File: config.mk
export PLATFORM = sky130hd
export DESIGN_NAME = key_debounce_array
export DESIGN_NICKNAME = d
export VERILOG_FILES = /design/src/rtl/key_debounce_array.sv
export SDC_FILE = /design/constraint.sdc
export NUM_CORES = 1
export LEC_CHECK = 0
export CORE_AREA = 2 2 110 112
export CTS_CLUSTER_SIZE = 16
export DETAILED_ROUTE_END_ITERATION = 10
export DIE_AREA = 0 0 112 114
export GPL_TIMING_DRIVEN = 0
export PLACE_DENSITY_LB_ADDON = 0.1
export SYNTH_ARGS = -nofsm -noshare
export SYNTH_HDL_FRONTEND = slang
export SYNTH_SLANG_ARGS = --single-unit
File: constraint.sdc
create_clock -name sys_clk -period 2.7 [get_ports sys_clk]
set_input_delay 0.405 -clock sys_clk [delete_from_list [all_inputs] [get_ports sys_clk]]
set_output_delay 0.405 -clock sys_clk [all_outputs]
set_load 0.005 [all_outputs]
File: src/rtl/key_debounce_array.sv
// Purpose: N-channel key debouncer with press/release/long-press pulse outputs.
// Latency: 3 cycles key_i->key_o in leading-edge mode, TIME+3 in stable-wait mode.
// Backpressure: none; outputs are free-running levels and single-cycle pulses.
module key_debounce_array #(
    parameter int N          = 4,
    parameter int TIME       = 240000,
    parameter int BITS       = 20,
    parameter int MODE       = 0,
    parameter int ACTIVE_LOW = 0,
    parameter int LONG_TIME  = 0,
    parameter int LBITS      = 24
) (
    input  logic         sys_clk,
    input  logic         sys_rst,
    input  logic [N-1:0] key_i,
    output logic [N-1:0] key_o,
    output logic [N-1:0] press_p,
    output logic [N-1:0] release_p,
    output logic [N-1:0] long_p
);

    // Level meaning "released" / "pressed" after polarity is applied.
    localparam logic REL = (ACTIVE_LOW != 0);
    localparam logic PRS = (ACTIVE_LOW == 0);

    // Last value the debounce counter reaches before the window closes.
    localparam logic [BITS-1:0] CNT_END = BITS'(TIME - 1);

    // Hold counter saturation point and the value one cycle before it.
    localparam bit               LONG_EN  = (LONG_TIME != 0);
    localparam logic [LBITS-1:0] HOLD_END = LBITS'(LONG_TIME);
    localparam logic [LBITS-1:0] HOLD_PRE = LBITS'((LONG_TIME == 0) ? 0 : LONG_TIME - 1);

    typedef enum logic [1:0] {
        ST_IDLE = 2'd0,
        ST_LOCK = 2'd1,
        ST_WAIT = 2'd2
    } state_t;

    for (genvar n = 0; n < N; n++) begin : g_ch
        logic            sync1;
        logic            key_s;
        state_t          state;
        state_t          state_nxt;
        logic [BITS-1:0] count;
        logic [BITS-1:0] count_nxt;
        logic            key_q;
        logic            key_nxt;
        logic            press_q;
        logic            release_q;
        logic            long_q;

        // Two-flop synchroniser for the raw asynchronous key level.
        always_ff @(posedge sys_clk) begin
            if (sys_rst) begin
                sync1 <= REL;
                key_s <= REL;
            end else begin
                sync1 <= key_i[n];
                key_s <= sync1;
            end
        end

        // State, counter, debounced level and edge pulses; pulses align with key_q change.
        always_ff @(posedge sys_clk) begin
            if (sys_rst) begin
                state     <= ST_IDLE;
                count     <= '0;
                key_q     <= REL;
                press_q   <= 1'b0;
                release_q <= 1'b0;
            end else begin
                state     <= state_nxt;
                count     <= count_nxt;
                key_q     <= key_nxt;
                press_q   <= (key_nxt == PRS) && (key_q != PRS);
                release_q <= (key_nxt == REL) && (key_q != REL);
            end
        end

        // Next-state: leading-edge takes the change then locks out; stable-wait commits after the window.
        always_comb begin
            state_nxt = state;
            count_nxt = count;
            key_nxt   = key_q;
            case (state)
                ST_IDLE: begin
                    if (key_s != key_q) begin
                        count_nxt = '0;
                        if (MODE == 0) begin
                            key_nxt   = key_s;
                            state_nxt = ST_LOCK;
                        end else begin
                            state_nxt = ST_WAIT;
                        end
                    end
                end
                ST_LOCK: begin
                    // Input is ignored; counter holds at its end value rather than wrapping.
                    if (count == CNT_END) begin
                        state_nxt = ST_IDLE;
                    end else begin
                        count_nxt = count + 1'b1;
                    end
                end
                ST_WAIT: begin
                    if (key_s == key_q) begin
                        state_nxt = ST_IDLE;
                    end else if (count == CNT_END) begin
                        key_nxt   = key_s;
                        state_nxt = ST_IDLE;
                    end else begin
                        count_nxt = count + 1'b1;
                    end
                end
                default: begin
                    state_nxt = ST_IDLE;
                end
            endcase
        end

        if (LONG_EN) begin : g_long
            logic [LBITS-1:0] hold;

            // Hold counter runs while pressed and saturates; long pulse fires as it reaches the threshold.
            always_ff @(posedge sys_clk) begin
                if (sys_rst) begin
                    hold   <= '0;
                    long_q <= 1'b0;
                end else if (key_q == REL) begin
                    hold   <= '0;
                    long_q <= 1'b0;
                end else begin
                    if (hold != HOLD_END) begin
                        hold <= hold + 1'b1;
                    end
                    long_q <= (hold == HOLD_PRE);
                end
            end
        end else begin : g_no_long
            assign long_q = 1'b0;
        end

        assign key_o[n]     = key_q;
        assign press_p[n]   = press_q;
        assign release_p[n] = release_q;
        assign long_p[n]    = long_q;
    end

endmodule

After elaboration in Yosys (flattened, before gate mapping). Cells that the tools add are included.

Register bits after elaboration: 108. Input bits: 6. Output and inout bits: 16.

Bitwise logic cells: 8. Equality and inequality tests: 28. Reductions and logical operators: 20. Muxes and demuxes: 48. $add $sub $neg: 4.

Operators by type and width (number): 20-bit 2-to-1 mux (12); 20-bit one-hot mux with 3 select lines (4); 20-bit by 1-bit adder with 20-bit output (second input constant) (4); 20-bit by 18-bit equality test with 1-bit output (second input constant) (4); 2-bit 2-to-1 mux (12); 2-bit one-hot mux with 3 select lines (4); 2-bit inequality test (second input constant) (8); 1-bit 2-to-1 mux (12); 3-bit AND reduction (4); 3-bit nonzero test (4); 2-bit by 1-bit equality test with 1-bit output (second input constant) (4); 2-bit equality test (second input constant) (4); 1-bit logical AND (8); 2-bit logical NOT (4); 1-bit inverter (8); 1-bit one-hot mux with 2 select lines (4); 1-bit equality test (4); 1-bit inequality test (4).

Longest topological paths before layout. Gate-level depths: netlist of run 1.

Depth in word-level cells: 6. Depth in mapped cells: 9. Mapped depth without buffers: 7.

Worst setup path before layout of run 1. No wires, ideal clock.

Path kind: register -> register. Start: reg g_ch[3].key_q. End: reg g_ch[3].count[5]. Data arrival time: 2.115 ns. Path slack: 0.514 ns. Period minus slack after synthesis: 2.186 ns. Stages on the path, launching flop included: 9. Data required time: 2.630 ns. Buffers on the path: 1. Path through: dfxtp_1 > inv_1 > ha_1 > nor3b_1 > nor2_1 > a31o_2 > buf_2 > or4_1 > a21oi_1.

Word-level cells in the longest chain between the ends: 3.

Ends and longest elaborated chain: start: declaration (line 47) `logic key_q;`; start signal: assignment (line 75) `key_q <= key_nxt;`; 1-bit equality test / 1-bit inequality test (equally long branches) (line 107, 88); 2-bit inequality test (no line); 3-bit AND reduction (no line) *; end signal: assignment (line 74) `count <= count_nxt;`; end: declaration (line 45) `logic [BITS-1:0] count;`.

Every way passes the cells marked *; elsewhere a longest branch is shown, timed or not. A chain may end at the register's enable or synchronous reset.

Worst setup path after layout of run 1. Ends and elaborated chain as after synthesis.

==> metrics.log, run 1 <==
INFO  metric first_global_vias = 4329
INFO  metric place.detailed.instances = 828
INFO  metric fmaxAchievable = 405 MHz
INFO  metric grt_pass1_wl = 20.0 mm
INFO  metric detailedRoute.firstIterationViolations = 233
INFO  metric tritoncts_buffers = 9
INFO  metric root_buffer = sky130_fd_sc_hd__clkbuf_16
INFO  metric die_h = 114 µm
INFO  metric number_of_antenna_violations_at_the_first_check_in_global_routing = 0
INFO  metric syn_inst = 662
INFO  metric hold_ws = 0.436 ns
INFO  metric design_area = 6360 µm²
INFO  metric grt_start_max_net_pins = 18
INFO  metric setup-violations-final = 0
INFO  metric htree_num_levels = 3
INFO  metric vias_per_cell = 5.65
INFO  metric final.setup.worst_slack = 0.232 ns
INFO  metric synth.ff_latch_count = 108
INFO  metric met2_length = 5.50 mm
INFO  metric hold_viol = 0
INFO  metric placement.cell_area = 6000 µm²
INFO  metric gpl.final_weighted_congestion = 0.830
INFO  metric drive_above_1_share = 8.32%
INFO  metric drc_errors = 0
INFO  metric num-nets-final = 726
INFO  metric via_count = 4765
INFO  metric total_switching_power = 817 µW
INFO  metric cts.clk_slew.worst_paths = 0.07 ns
INFO  metric internal_power = 2.64 mW
INFO  metric ant_nets = 0
INFO  metric status = completed
INFO  metric routed_wl = 11.7 mm
INFO  metric synth_async_sr_flop_share = 0%
INFO  metric worst_ep_required_time = 2.99 ns
INFO  metric final-max-slew-violation-count = 0
INFO  metric clock_path_buffers = 2
INFO  metric grt_overflow_total = 0
INFO  metric place_worst_setup_slack = 0.117 ns
INFO  metric dominantRegCellSynth = sky130_fd_sc_hd__dfxtp_1
INFO  metric slew-limit-headroom = 44.3%
INFO  metric top_layer_used_by_detailed_routing = met4
INFO  metric floorplan.die.width = 112 µm
INFO  metric numPortBuffers = 16
INFO  metric clk-insertion-delay-late = 0.36 ns
INFO  metric post_synth_instance_area = 5650 µm²
INFO  metric most-common-layout-cells = sky130_fd_sc_hd__dfxtp_1 (108), sky130_fd_sc_hd__nor2_1 (63), sky130_fd_sc_hd__a21oi_1 (42)
INFO  metric max_cap_viol_count = 0
INFO  metric synth_enable_flop_cells = 0
INFO  metric ys_warn_count = 0
INFO  metric power.static_leakage = 2.16 nW
INFO  metric track_usage = 19.0%
INFO  metric flop_pwr_share = 47.6%
INFO  metric top_level_ports = 22
INFO  metric core_region_area = 11700 µm²
INFO  metric start_util = 48.2%
INFO  metric power_frac_clock = 43.3%
INFO  metric timing.critical_path.to_type = register
INFO  metric routed_wire_length_per_instance = 13.8 µm
INFO  metric synth_seq_area_share = 38.3%
INFO  metric final-instance-count-excl-fill = 844
INFO  metric first_pass_iters = 4
INFO  metric comb_power_share = 9.1%
INFO  metric postCtsHoldBufs = 0
INFO  metric period_needed = 2.47 ns
INFO  metric rsz0062_at_grt = no
INFO  metric critPathKind = register to register
INFO  metric fp-row-count = 40
INFO  metric area_delta_synth_final = 12.7%
INFO  metric post_synth_num_cell_types = 60
INFO  metric die_area = 12800 µm²
INFO  metric sw_frac_of_total = 23.6%
INFO  metric met3_wirelength = 375 µm
INFO  metric wl_met1 = 5.65 mm
INFO  metric vdd_drop_max = 507 µV
INFO  metric setup-tns-final = 0 ns
INFO  metric num_antenna_cells = 0
INFO  metric clock-sinks = 108
INFO  metric worst_slew_pin_slew = 0.829 ns
INFO  metric power_density = 543 nW/µm²
INFO  metric layout.cells.most_common = sky130_fd_sc_hd__dfxtp_1
INFO  metric cp_data_arrival_time = 2.76 ns
INFO  metric fin_worst_skew = 0.00724 ns
INFO  metric worstHoldPathType = register to register
INFO  metric cts_tree = yes
INFO  metric hpwl = 8.37 mm
INFO  metric finalCritPeriodShare = 91.4%
INFO  metric critPathMaxFanout = 10
INFO  metric critical_path.startpoint_type = register
INFO  metric post-cts-setup-buffer-count = 0
INFO  metric post_synth.cell_area_avg = 8.53 µm²
[power groups by stage]
stage	clock network, mW	registers (mW)	logic [mW]
6_report	1.50	1.64	0.315
5_1_grt	1.60	1.65	0.357
4_1_cts	1.54	1.64	0.312
3_5_place_dp	0	1.68	0.311
3_3_place_gp	0	1.68	0.305
2_1_floorplan	0	1.67	0.228
[registers in the layout, indices dropped and copies added, names as in the netlist]
signal and count:
g_ch.key_s 4, g_ch.count 80, g_ch.key_q 4, g_ch.release_q 4, g_ch.state 8, g_ch.sync1 4
g_ch.press_q 4
[layer usage]
| layer | vias to the layer above | global-route usage (%) |
|---|---|---|
| met5 | - | 0 |
| met4 | 0 | 5.53 |
| met3 | 9 | 5.15 |
| met2 | 54 | 32.3 |
| met1 | 2252 | 23.8 |
| li1 | 2450 | - |
[repair_timing]
item / CTS / global route
endpoints found under the setup margin: 0 / 21
endpoints found under the hold margin: 0 / 0
resized for setup: 0 / 4
[logic make-up after synthesis]
| logic type | count (synthesis) | share of synthesized area [%] |
|---|---|---|
| xor gates and xnor gates | 43 | 6.67 |
| DFF | 108 | 38.3 |
| buffers and inverters | 70 | 5.81 |
| adders and majority gates | 28 | 6.21 |
| and+or+nand+nor | 275 | 27.1 |
| other | 1 | 0.0664 |
| muxes | 5 | 0.887 |
| AOI/OAI and AO/OA | 132 | 14.9 |
[area by class of cell]
class,count,area (µm²)
clock buffers,9,225
plain buffers,35,196
clock inverters,7,115
well taps,147,184
flip-flops and latches,108,2160
inverters,35,131
multi-input cells,487,3190
fillers,1107,5350
repair buffers,16,160
[worst max-delay path, stage by stage, from the launching register on]
cell,delay (ns)
sky130_fd_sc_hd__dfxtp_1,0.41
sky130_fd_sc_hd__inv_1,0.11
sky130_fd_sc_hd__ha_1,0.37
sky130_fd_sc_hd__nor3b_1,0.37
sky130_fd_sc_hd__nor2_1,0.08
sky130_fd_sc_hd__a31o_2,0.25
sky130_fd_sc_hd__buf_2,0.16
sky130_fd_sc_hd__or4_1,0.51
sky130_fd_sc_hd__a21oi_1,0.15
[path summary, 6_finish.rpt]
kind / startpoint / to / slack, ns / depth (start not counted)
max: g_ch[3].key_q / g_ch[3].count[5] / 0.23 / 8
min: g_ch[1].sync1 / g_ch[1].key_s / 0.44 / 1
max reg2reg: g_ch[3].key_q / g_ch[3].count[5] / 0.23 / 8
min reg2reg: g_ch[1].sync1 / g_ch[1].key_s / 0.44 / 1
[through the flow]
stage          power, mW  util (%)
4_1_cts             3.49      54.1
3_5_place_dp        1.99      51.2
3_3_place_gp        1.98      51.2
2_1_floorplan       1.90         -
6_report            3.46      54.3
5_1_grt             3.61      54.3
[cells in the mapped netlist (2+ instances only)]
cell type	n	area share [%]
sky130_fd_sc_hd__o211ai_1	3	0.40
sky130_fd_sc_hd__o2bb2ai_1	4	0.62
sky130_fd_sc_hd__nor3_1	23	2.0
sky130_fd_sc_hd__nor4_1	18	2.0
sky130_fd_sc_hd__and2_1	4	0.44
sky130_fd_sc_hd__or3_1	13	1.4
sky130_fd_sc_hd__xnor2_1	36	5.6
sky130_fd_sc_hd__buf_4	16	2.1
sky130_fd_sc_hd__xor2_1	7	1.1
sky130_fd_sc_hd__or2_2	3	0.33
sky130_fd_sc_hd__nand4_1	22	2.4
sky130_fd_sc_hd__or4_1	14	1.9
sky130_fd_sc_hd__nor4b_1	7	1.1
sky130_fd_sc_hd__a22oi_1	3	0.40
sky130_fd_sc_hd__dfxtp_1	108	38
sky130_fd_sc_hd__nor3b_1	2	0.27
sky130_fd_sc_hd__buf_2	4	0.35
sky130_fd_sc_hd__a31oi_1	13	1.4
sky130_fd_sc_hd__a31o_2	5	0.78
sky130_fd_sc_hd__o31ai_1	17	2.3
sky130_fd_sc_hd__nor2_1	63	4.2
sky130_fd_sc_hd__and4_1	7	1.1
sky130_fd_sc_hd__ha_1	28	6.2
sky130_fd_sc_hd__a21oi_1	42	3.7
sky130_fd_sc_hd__and3_1	11	1.2
sky130_fd_sc_hd__o21ai_1	3	0.27
sky130_fd_sc_hd__nand2_1	41	2.7
sky130_fd_sc_hd__clkbuf_1	14	0.93
sky130_fd_sc_hd__a41o_1	2	0.35
sky130_fd_sc_hd__nand3_1	24	2.1
sky130_fd_sc_hd__inv_1	35	2.3
sky130_fd_sc_hd__mux2i_1	5	0.89
sky130_fd_sc_hd__nor2b_1	9	1.0
sky130_fd_sc_hd__o41a_1	2	0.40
sky130_fd_sc_hd__o21a_1	3	0.40
sky130_fd_sc_hd__nand4b_1	2	0.31
sky130_fd_sc_hd__o21ai_0	25	2.2
sky130_fd_sc_hd__and4bb_2	2	0.44
Power figures use the tool's default switching activity.
==> run 2: changes to the inputs <==
- PLACE_DENSITY: not set -> 0.74
- PLACE_DENSITY_LB_ADDON: 0.1 -> not set
==> metrics.log, run 2 (synthesis results as in run 1) <==
INFO  metric worstHoldPathType = register to register
INFO  metric cts_tree = yes
INFO  metric hold_viol = 0 (unchanged)
INFO  metric via_count = 4907 (+3.0%)
INFO  metric gpl.final_weighted_congestion = 0.849 (+2.3%)
INFO  metric fp-row-count = 40 (unchanged)
INFO  metric grt_start_max_net_pins = 19 (+1)
INFO  metric grt_overflow_total = 0 (unchanged)
INFO  metric routed_wl = 12.3 mm (+5.1%)
INFO  metric postCtsHoldBufs = 0 (unchanged)
INFO  metric timing.critical_path.to_type = register
INFO  metric grt_use_met1 = 23.8% (-0.027 points)
INFO  metric root_buffer = sky130_fd_sc_hd__clkbuf_16
INFO  metric biggestRegsByFlops = g_ch.count: 80 flops, g_ch.state: 8 flops
INFO  metric register_area = 2160 µm² (unchanged)
INFO  metric start_util = 48.2% (unchanged)
INFO  metric track_usage = 19.7% (+0.75 points)
INFO  metric critPathMaxFanout = 10 (unchanged)
INFO  metric area_delta_synth_final = 12.3%
INFO  metric vdd_drop_max = 529 µV (+4.3%)
INFO  metric grt.met2_usage = 33.8% (+1.5 points)
INFO  metric number_of_antenna_violations_at_the_first_check_in_global_routing = 0 (unchanged)
INFO  metric clock_path_buffers = 2 (unchanged)
INFO  metric drive_above_1_share = 8.32% (unchanged)
INFO  metric design_area = 6340 µm² (-0.41%)
INFO  metric layout.filler_cells = 1100 (-0.63%)
INFO  metric drc_errors = 0 (unchanged)
INFO  metric worst_ep_required_time = 2.98 ns (about the same)
INFO  metric fin_worst_skew = 0.00983 ns (+0.00259 ns)
INFO  metric num-nets-final = 726 (unchanged)
INFO  metric layout.cells.most_common = sky130_fd_sc_hd__dfxtp_1
INFO  metric die_area = 12800 µm² (unchanged)
INFO  metric grt_pass1_wl = 21.0 mm (+4.9%)
INFO  metric placement.cell_area = 6000 µm² (unchanged)
INFO  metric slew-limit-headroom = 41.8% (-2.5 points)
INFO  metric htree_num_levels = 3 (unchanged)
INFO  metric area_occupied_by_multi_input_gates = 3180 µm² (-0.27%)
INFO  metric grt.met3_usage = 5.79% (+0.64 points)
INFO  metric period_needed = 2.52 ns (+0.0516 ns)
INFO  metric first_pass_iters = 4 (unchanged)
INFO  metric core_region_area = 11700 µm² (unchanged)
INFO  metric cp_data_arrival_time = 2.80 ns (+0.04 ns)
INFO  metric max_cap_viol_count = 0 (unchanged)
INFO  metric fmaxAchievable = 397 MHz (-2.0%)
INFO  metric power_density = 538 nW/µm² (-0.98%)
INFO  metric largest_reg_flops = 80 (unchanged)
INFO  metric floorplan.die.width = 112 µm (unchanged)
INFO  metric status = completed
INFO  metric setup-violations-final = 0 (unchanged)
INFO  metric vias_per_cell = 5.81 (+3.0%)
INFO  metric detailedRoute.firstIterationViolations = 312 (+34%)
INFO  metric busiest_layer = met2
INFO  metric setup-tns-final = 0 ns (unchanged)
INFO  metric power.static_leakage = 2.14 nW (-1.2%)
INFO  metric clock-sinks = 108 (unchanged)
INFO  metric num_antenna_cells = 0 (unchanged)
INFO  metric rsz0062_at_grt = no
INFO  metric critical_path.startpoint_type = register
INFO  metric worst_slew_pin_slew = 0.866 ns (+0.0371 ns)
INFO  metric routed_wire_length_per_instance = 14.5 µm (+5.1%)
INFO  metric hpwl = 8.67 mm (+3.5%)
INFO  metric top_level_ports = 22 (unchanged)
INFO  metric ant_nets = 0 (unchanged)
INFO  metric first_global_vias = 4674 (+8.0%)
INFO  metric critPathKind = register to register
INFO  metric most-common-layout-cells = sky130_fd_sc_hd__dfxtp_1 (108), sky130_fd_sc_hd__nor2_1 (63), sky130_fd_sc_hd__a21oi_1 (42)
INFO  metric regMostFlops = g_ch.count
INFO  metric numPortBuffers = 16 (unchanged)
INFO  metric die_h = 114 µm (unchanged)
INFO  metric clk-insertion-delay-late = 0.36 ns (about the same)
INFO  metric final-max-slew-violation-count = 0 (unchanged)
INFO  metric cts.clk_slew.worst_paths = 0.07 ns (about the same)
INFO  metric finalCritPeriodShare = 93.3% (+1.9 points)
INFO  metric tritoncts_buffers = 9 (unchanged)
run 2: layer usage:
metal	up-vias	share of wire [%]
met5	-	0
met4	0	2.0
met3	22	4.2
met2	96	49
met1	2341	45
li1	2448	-
run 2: timing repair:
action | 4_1_cts | 5_1_grt
setup endpoints to repair | 0 | 20
buffers inserted | 0 | 0
resized for setup | 0 | 3
run 2: area by class of cell:
class | instances | area share, %
multi-input combinational | 487 | 50.2
timing repair buffer | 16 | 2.53
inverter | 35 | 2.07
buffer | 35 | 3.10
clock inverter | 7 | 1.54
sequential | 108 | 34.1
tap | 147 | 2.90
clock buffer | 9 | 3.55
run 2: stage by stage:
stage,util [%],cells,setup WS [ns],power (mW),hold WS (ns)
final,54.1,844,0.180,3.41,0.441
after CTS,54.0,844,0.0715,3.43,0.446
after detailed placement,51.2,828,0.0907,1.99,0.429
after global placement,51.2,828,0.177,1.98,0.423
after global routing,54.1,844,0.000137,3.55,0.463
after floorplan,-,665,0.514,1.90,0.414
run 2: final timing paths:
| path | slack, ns | from | cells after the start | to |
|---|---|---|---|---|
| min | 0.44 | g_ch[3].sync1 | 1 | g_ch[3].key_s |
| min reg2reg | 0.44 | g_ch[3].sync1 | 1 | g_ch[3].key_s |
| max | 0.18 | g_ch[2].count[0] | 7 | g_ch[2].count[18] |
| max reg2reg | 0.18 | g_ch[2].count[0] | 7 | g_ch[2].count[18] |
run 2: worst max-delay path, stage by stage, from the launching register on:
cell and delay, ns:
sky130_fd_sc_hd__dfxtp_1 0.41, sky130_fd_sc_hd__ha_1 0.24, sky130_fd_sc_hd__nand3_1 0.27, sky130_fd_sc_hd__nor4_2 0.69, sky130_fd_sc_hd__a31o_2 0.34, sky130_fd_sc_hd__buf_2 0.23
sky130_fd_sc_hd__o21ai_0 0.12, sky130_fd_sc_hd__a21oi_1 0.14
run 2: power breakdown:
part	internal [mW]	switching, mW	total [mW]
Clock	0.818	0.627	1.44
Sequential	1.62	0.0253	1.64
Combinational	0.118	0.202	0.320
Total	2.56	0.854	3.41
==> run 3: changes to the inputs <==
- RECOVER_POWER: not set -> 25
==> metrics.log, run 3 (synthesis results as in run 1) <==
INFO  metric final_core_utilization = 54.1% (unchanged)
INFO  metric htree_num_levels = 3 (unchanged)
INFO  metric num-nets-final = 726 (unchanged)
INFO  metric worst_hold_path.num_cells = 1 (unchanged)
INFO  metric fmaxAchievable = 396 MHz (-0.13%)
INFO  metric routed_wire_length_per_instance = 14.5 µm (about the same)
INFO  metric slew-limit-headroom = 42.7% (+0.90 points)
INFO  metric register_area = 2160 µm² (unchanged)
INFO  metric rsz0062_at_grt = no
INFO  metric vdd_drop_max = 528 µV (-0.12%)
INFO  metric reg2reg_to = g_ch[2].count[18]
INFO  metric most-common-layout-cells = sky130_fd_sc_hd__dfxtp_1 (108), sky130_fd_sc_hd__nor2_1 (63), sky130_fd_sc_hd__a21oi_1 (42)
INFO  metric timing.critical_path.to_type = register
INFO  metric regMostFlops = g_ch.count
INFO  metric fin_worst_skew = 0.00977 ns (-0.0000594 ns)
INFO  metric power.static_leakage = 2.16 nW (+1.3%)
INFO  metric grt_overflow_total = 0 (unchanged)
INFO  metric track_usage = 19.7% (unchanged)
INFO  metric tritoncts_buffers = 9 (unchanged)
INFO  metric die_h = 114 µm (unchanged)
INFO  metric worst_ep_required_time = 2.98 ns (about the same)
INFO  metric floorplan.die.width = 112 µm (unchanged)
INFO  metric routed_wl = 12.3 mm (about the same)
INFO  metric number_of_antenna_violations_at_the_first_check_in_global_routing = 0 (unchanged)
INFO  metric hpwl = 8.67 mm (unchanged)
INFO  metric cp_data_arrival_time = 2.80 ns (about the same)
INFO  metric worstHoldPathType = register to register
INFO  metric root_buffer = sky130_fd_sc_hd__clkbuf_16
INFO  metric critPathKind = register to register
INFO  metric path_delay_family = simple AND/OR/NAND/NOR gates
INFO  metric grt_start_max_net_pins = 19 (unchanged)
INFO  metric start_util = 48.2% (unchanged)
INFO  metric numPortBuffers = 16 (unchanged)
INFO  metric crit_path_top_delay_cell = sky130_fd_sc_hd__nor4_2
INFO  metric clock-sinks = 108 (unchanged)
INFO  metric layout.cells.most_common = sky130_fd_sc_hd__dfxtp_1
INFO  metric worstReg2RegStart = g_ch[2].count[0]
INFO  metric fp-row-count = 40 (unchanged)
INFO  metric grt.met2_usage = 33.8% (unchanged)
INFO  metric largest_reg_flops = 80 (unchanged)
INFO  metric cts.clk_slew.worst_paths = 0.07 ns (about the same)
INFO  metric detailedRoute.firstIterationViolations = 314 (+0.64%)
INFO  metric num_antenna_cells = 0 (unchanged)
INFO  metric top_level_ports = 22 (unchanged)
INFO  metric core_region_area = 11700 µm² (unchanged)
INFO  metric gpl.final_weighted_congestion = 0.849 (unchanged)
INFO  metric grt_use_met1 = 23.8% (unchanged)
INFO  metric die_area = 12800 µm² (unchanged)
INFO  metric worst_slew_pin_slew = 0.852 ns (-0.0135 ns)
INFO  metric status = completed
INFO  metric power_density = 538 nW/µm² (about the same)
INFO  metric critical_path.startpoint_type = register
INFO  metric worst_path_largest_cell_delay = 0.68 ns (about the same)
INFO  metric clk-insertion-delay-late = 0.36 ns (about the same)
INFO  metric final-max-slew-violation-count = 0 (unchanged)
INFO  metric area_delta_synth_final = 12.3% (unchanged)
INFO  metric vias_per_cell = 5.82 (+0.12%)
INFO  metric finalCritPeriodShare = 93.5% (+0.12 points)
INFO  metric layout.filler_cells = 1100 (unchanged)
INFO  metric ant_nets = 0 (unchanged)
INFO  metric postCtsHoldBufs = 0 (unchanged)
INFO  metric post-cts-setup-buffer-count = 0 (unchanged)
INFO  metric period_needed = 2.52 ns (+0.00337 ns)
INFO  metric critPathMaxFanout = 10 (unchanged)
INFO  metric timing.hold.worst_endpoint = g_ch[3].key_s
INFO  metric critical_path.n_buffers_inverters = 1 (unchanged)
INFO  metric first_pass_iters = 5 (+1)
INFO  metric hold_path.startpoint = g_ch[3].sync1
INFO  metric biggestRegsByFlops = g_ch.count: 80 flops, g_ch.state: 8 flops
INFO  metric first_global_vias = 4674 (unchanged)
INFO  metric setup-tns-final = 0 ns (unchanged)
INFO  metric via_count = 4913 (+0.12%)
INFO  metric busiest_layer = met2
INFO  metric crit_chain = ha_1 > nand3_1 > nor4_2 > a31o_2 > buf_2 > o21ai_0 > a21oi_1
INFO  metric drive_above_1_share = 8.32% (unchanged)
INFO  metric r2r_slack = 0.18 ns (about the same)
INFO  metric cts_tree = yes
INFO  metric clock_path_buffers = 2 (unchanged)
INFO  metric grt.met3_usage = 5.79% (unchanged)
INFO  metric area_occupied_by_multi_input_gates = 3180 µm² (unchanged)
INFO  metric reg2regPathDepth = 7 (unchanged)
INFO  metric setup-violations-final = 0 (unchanged)
INFO  metric max_cap_viol_count = 0 (unchanged)
INFO  metric hold_viol = 0 (unchanged)
INFO  metric drc_errors = 0 (unchanged)
INFO  metric grt_pass1_wl = 21.0 mm (unchanged)
run 3: cell types whose count changed in the layout (fill, tap and decap cells not counted):
cell,before,now
sky130_fd_sc_hd__and2_0,0,1
sky130_fd_sc_hd__and2_1,4,3
sky130_fd_sc_hd__buf_4,16,13
sky130_fd_sc_hd__clkbuf_4,0,3
sky130_fd_sc_hd__clkdlybuf4s50_1,16,7
sky130_fd_sc_hd__dlygate4sd3_1,0,9
run 3: where the power goes:
group	total, mW	switching [mW]	internal [mW]
combinational	0.318	0.202	0.117
sequential	1.64	0.0252	1.62
clock	1.45	0.628	0.818
run 3: timing repair:
action / CTS / global route
endpoints found under the setup margin: 0 / 20
gates resized for setup: 0 / 3
hold endpoints to repair: 0 / 0
run 3: layer usage:
metal,vias up,routed length (µm),share of wire (%)
met2,97,6000,49
met1,2347,5490,45
li1,2449,-,-
met3,20,546,4.4
met4,0,238,1.9
met5,-,0,0
run 3: stage by stage:
stage | hold slack (ns) | power, mW | area (µm²) | worst slack (ns) | cells
after floorplan | 0.414 | 1.90 | 5660 | 0.514 | 665
after global placement | 0.423 | 1.98 | 6000 | 0.177 | 828
after detailed placement | 0.429 | 1.99 | 6000 | 0.0907 | 828
after CTS | 0.446 | 3.43 | 6320 | 0.0715 | 844
after global routing | 0.463 | 3.54 | 6340 | 0.000137 | 844
final | 0.441 | 3.41 | 6340 | 0.177 | 844
run 3: worst max-delay path by stage:
stage | startpoint | to | cells past startpoint
after detailed placement | g_ch[2].state[0] | g_ch[2].count[8] | 8
after global placement | g_ch[2].state[0] | g_ch[2].count[0] | 8
final | g_ch[2].count[0] | g_ch[2].count[18] | 7
after global routing | g_ch[2].state[0] | g_ch[2].count[13] | 8
after floorplan | g_ch[3].key_q | g_ch[3].count[5] | 8
after CTS | g_ch[2].state[0] | g_ch[2].count[8] | 8
run 3: worst register-to-register path, delay by kind of cell (launching register included):
family                     cells  cell delay [ns]
adders and majority gates      1             0.24
and+or+nand+nor                2             0.96
DFF                            1             0.41
buffers and inverters          1             0.23
AOI/OAI and AO/OA              3             0.59
run 3: cell type report:
cell class              count  share of cell area (%)
multi-input cells         487                    50.2
plain buffers              35                    3.10
well taps                 147                    2.90
inverters                  35                    2.07
clock buffers               9                    3.55
repair buffers             16                    2.53
clock inverters             7                    1.54
flip-flops and latches    108                    34.1
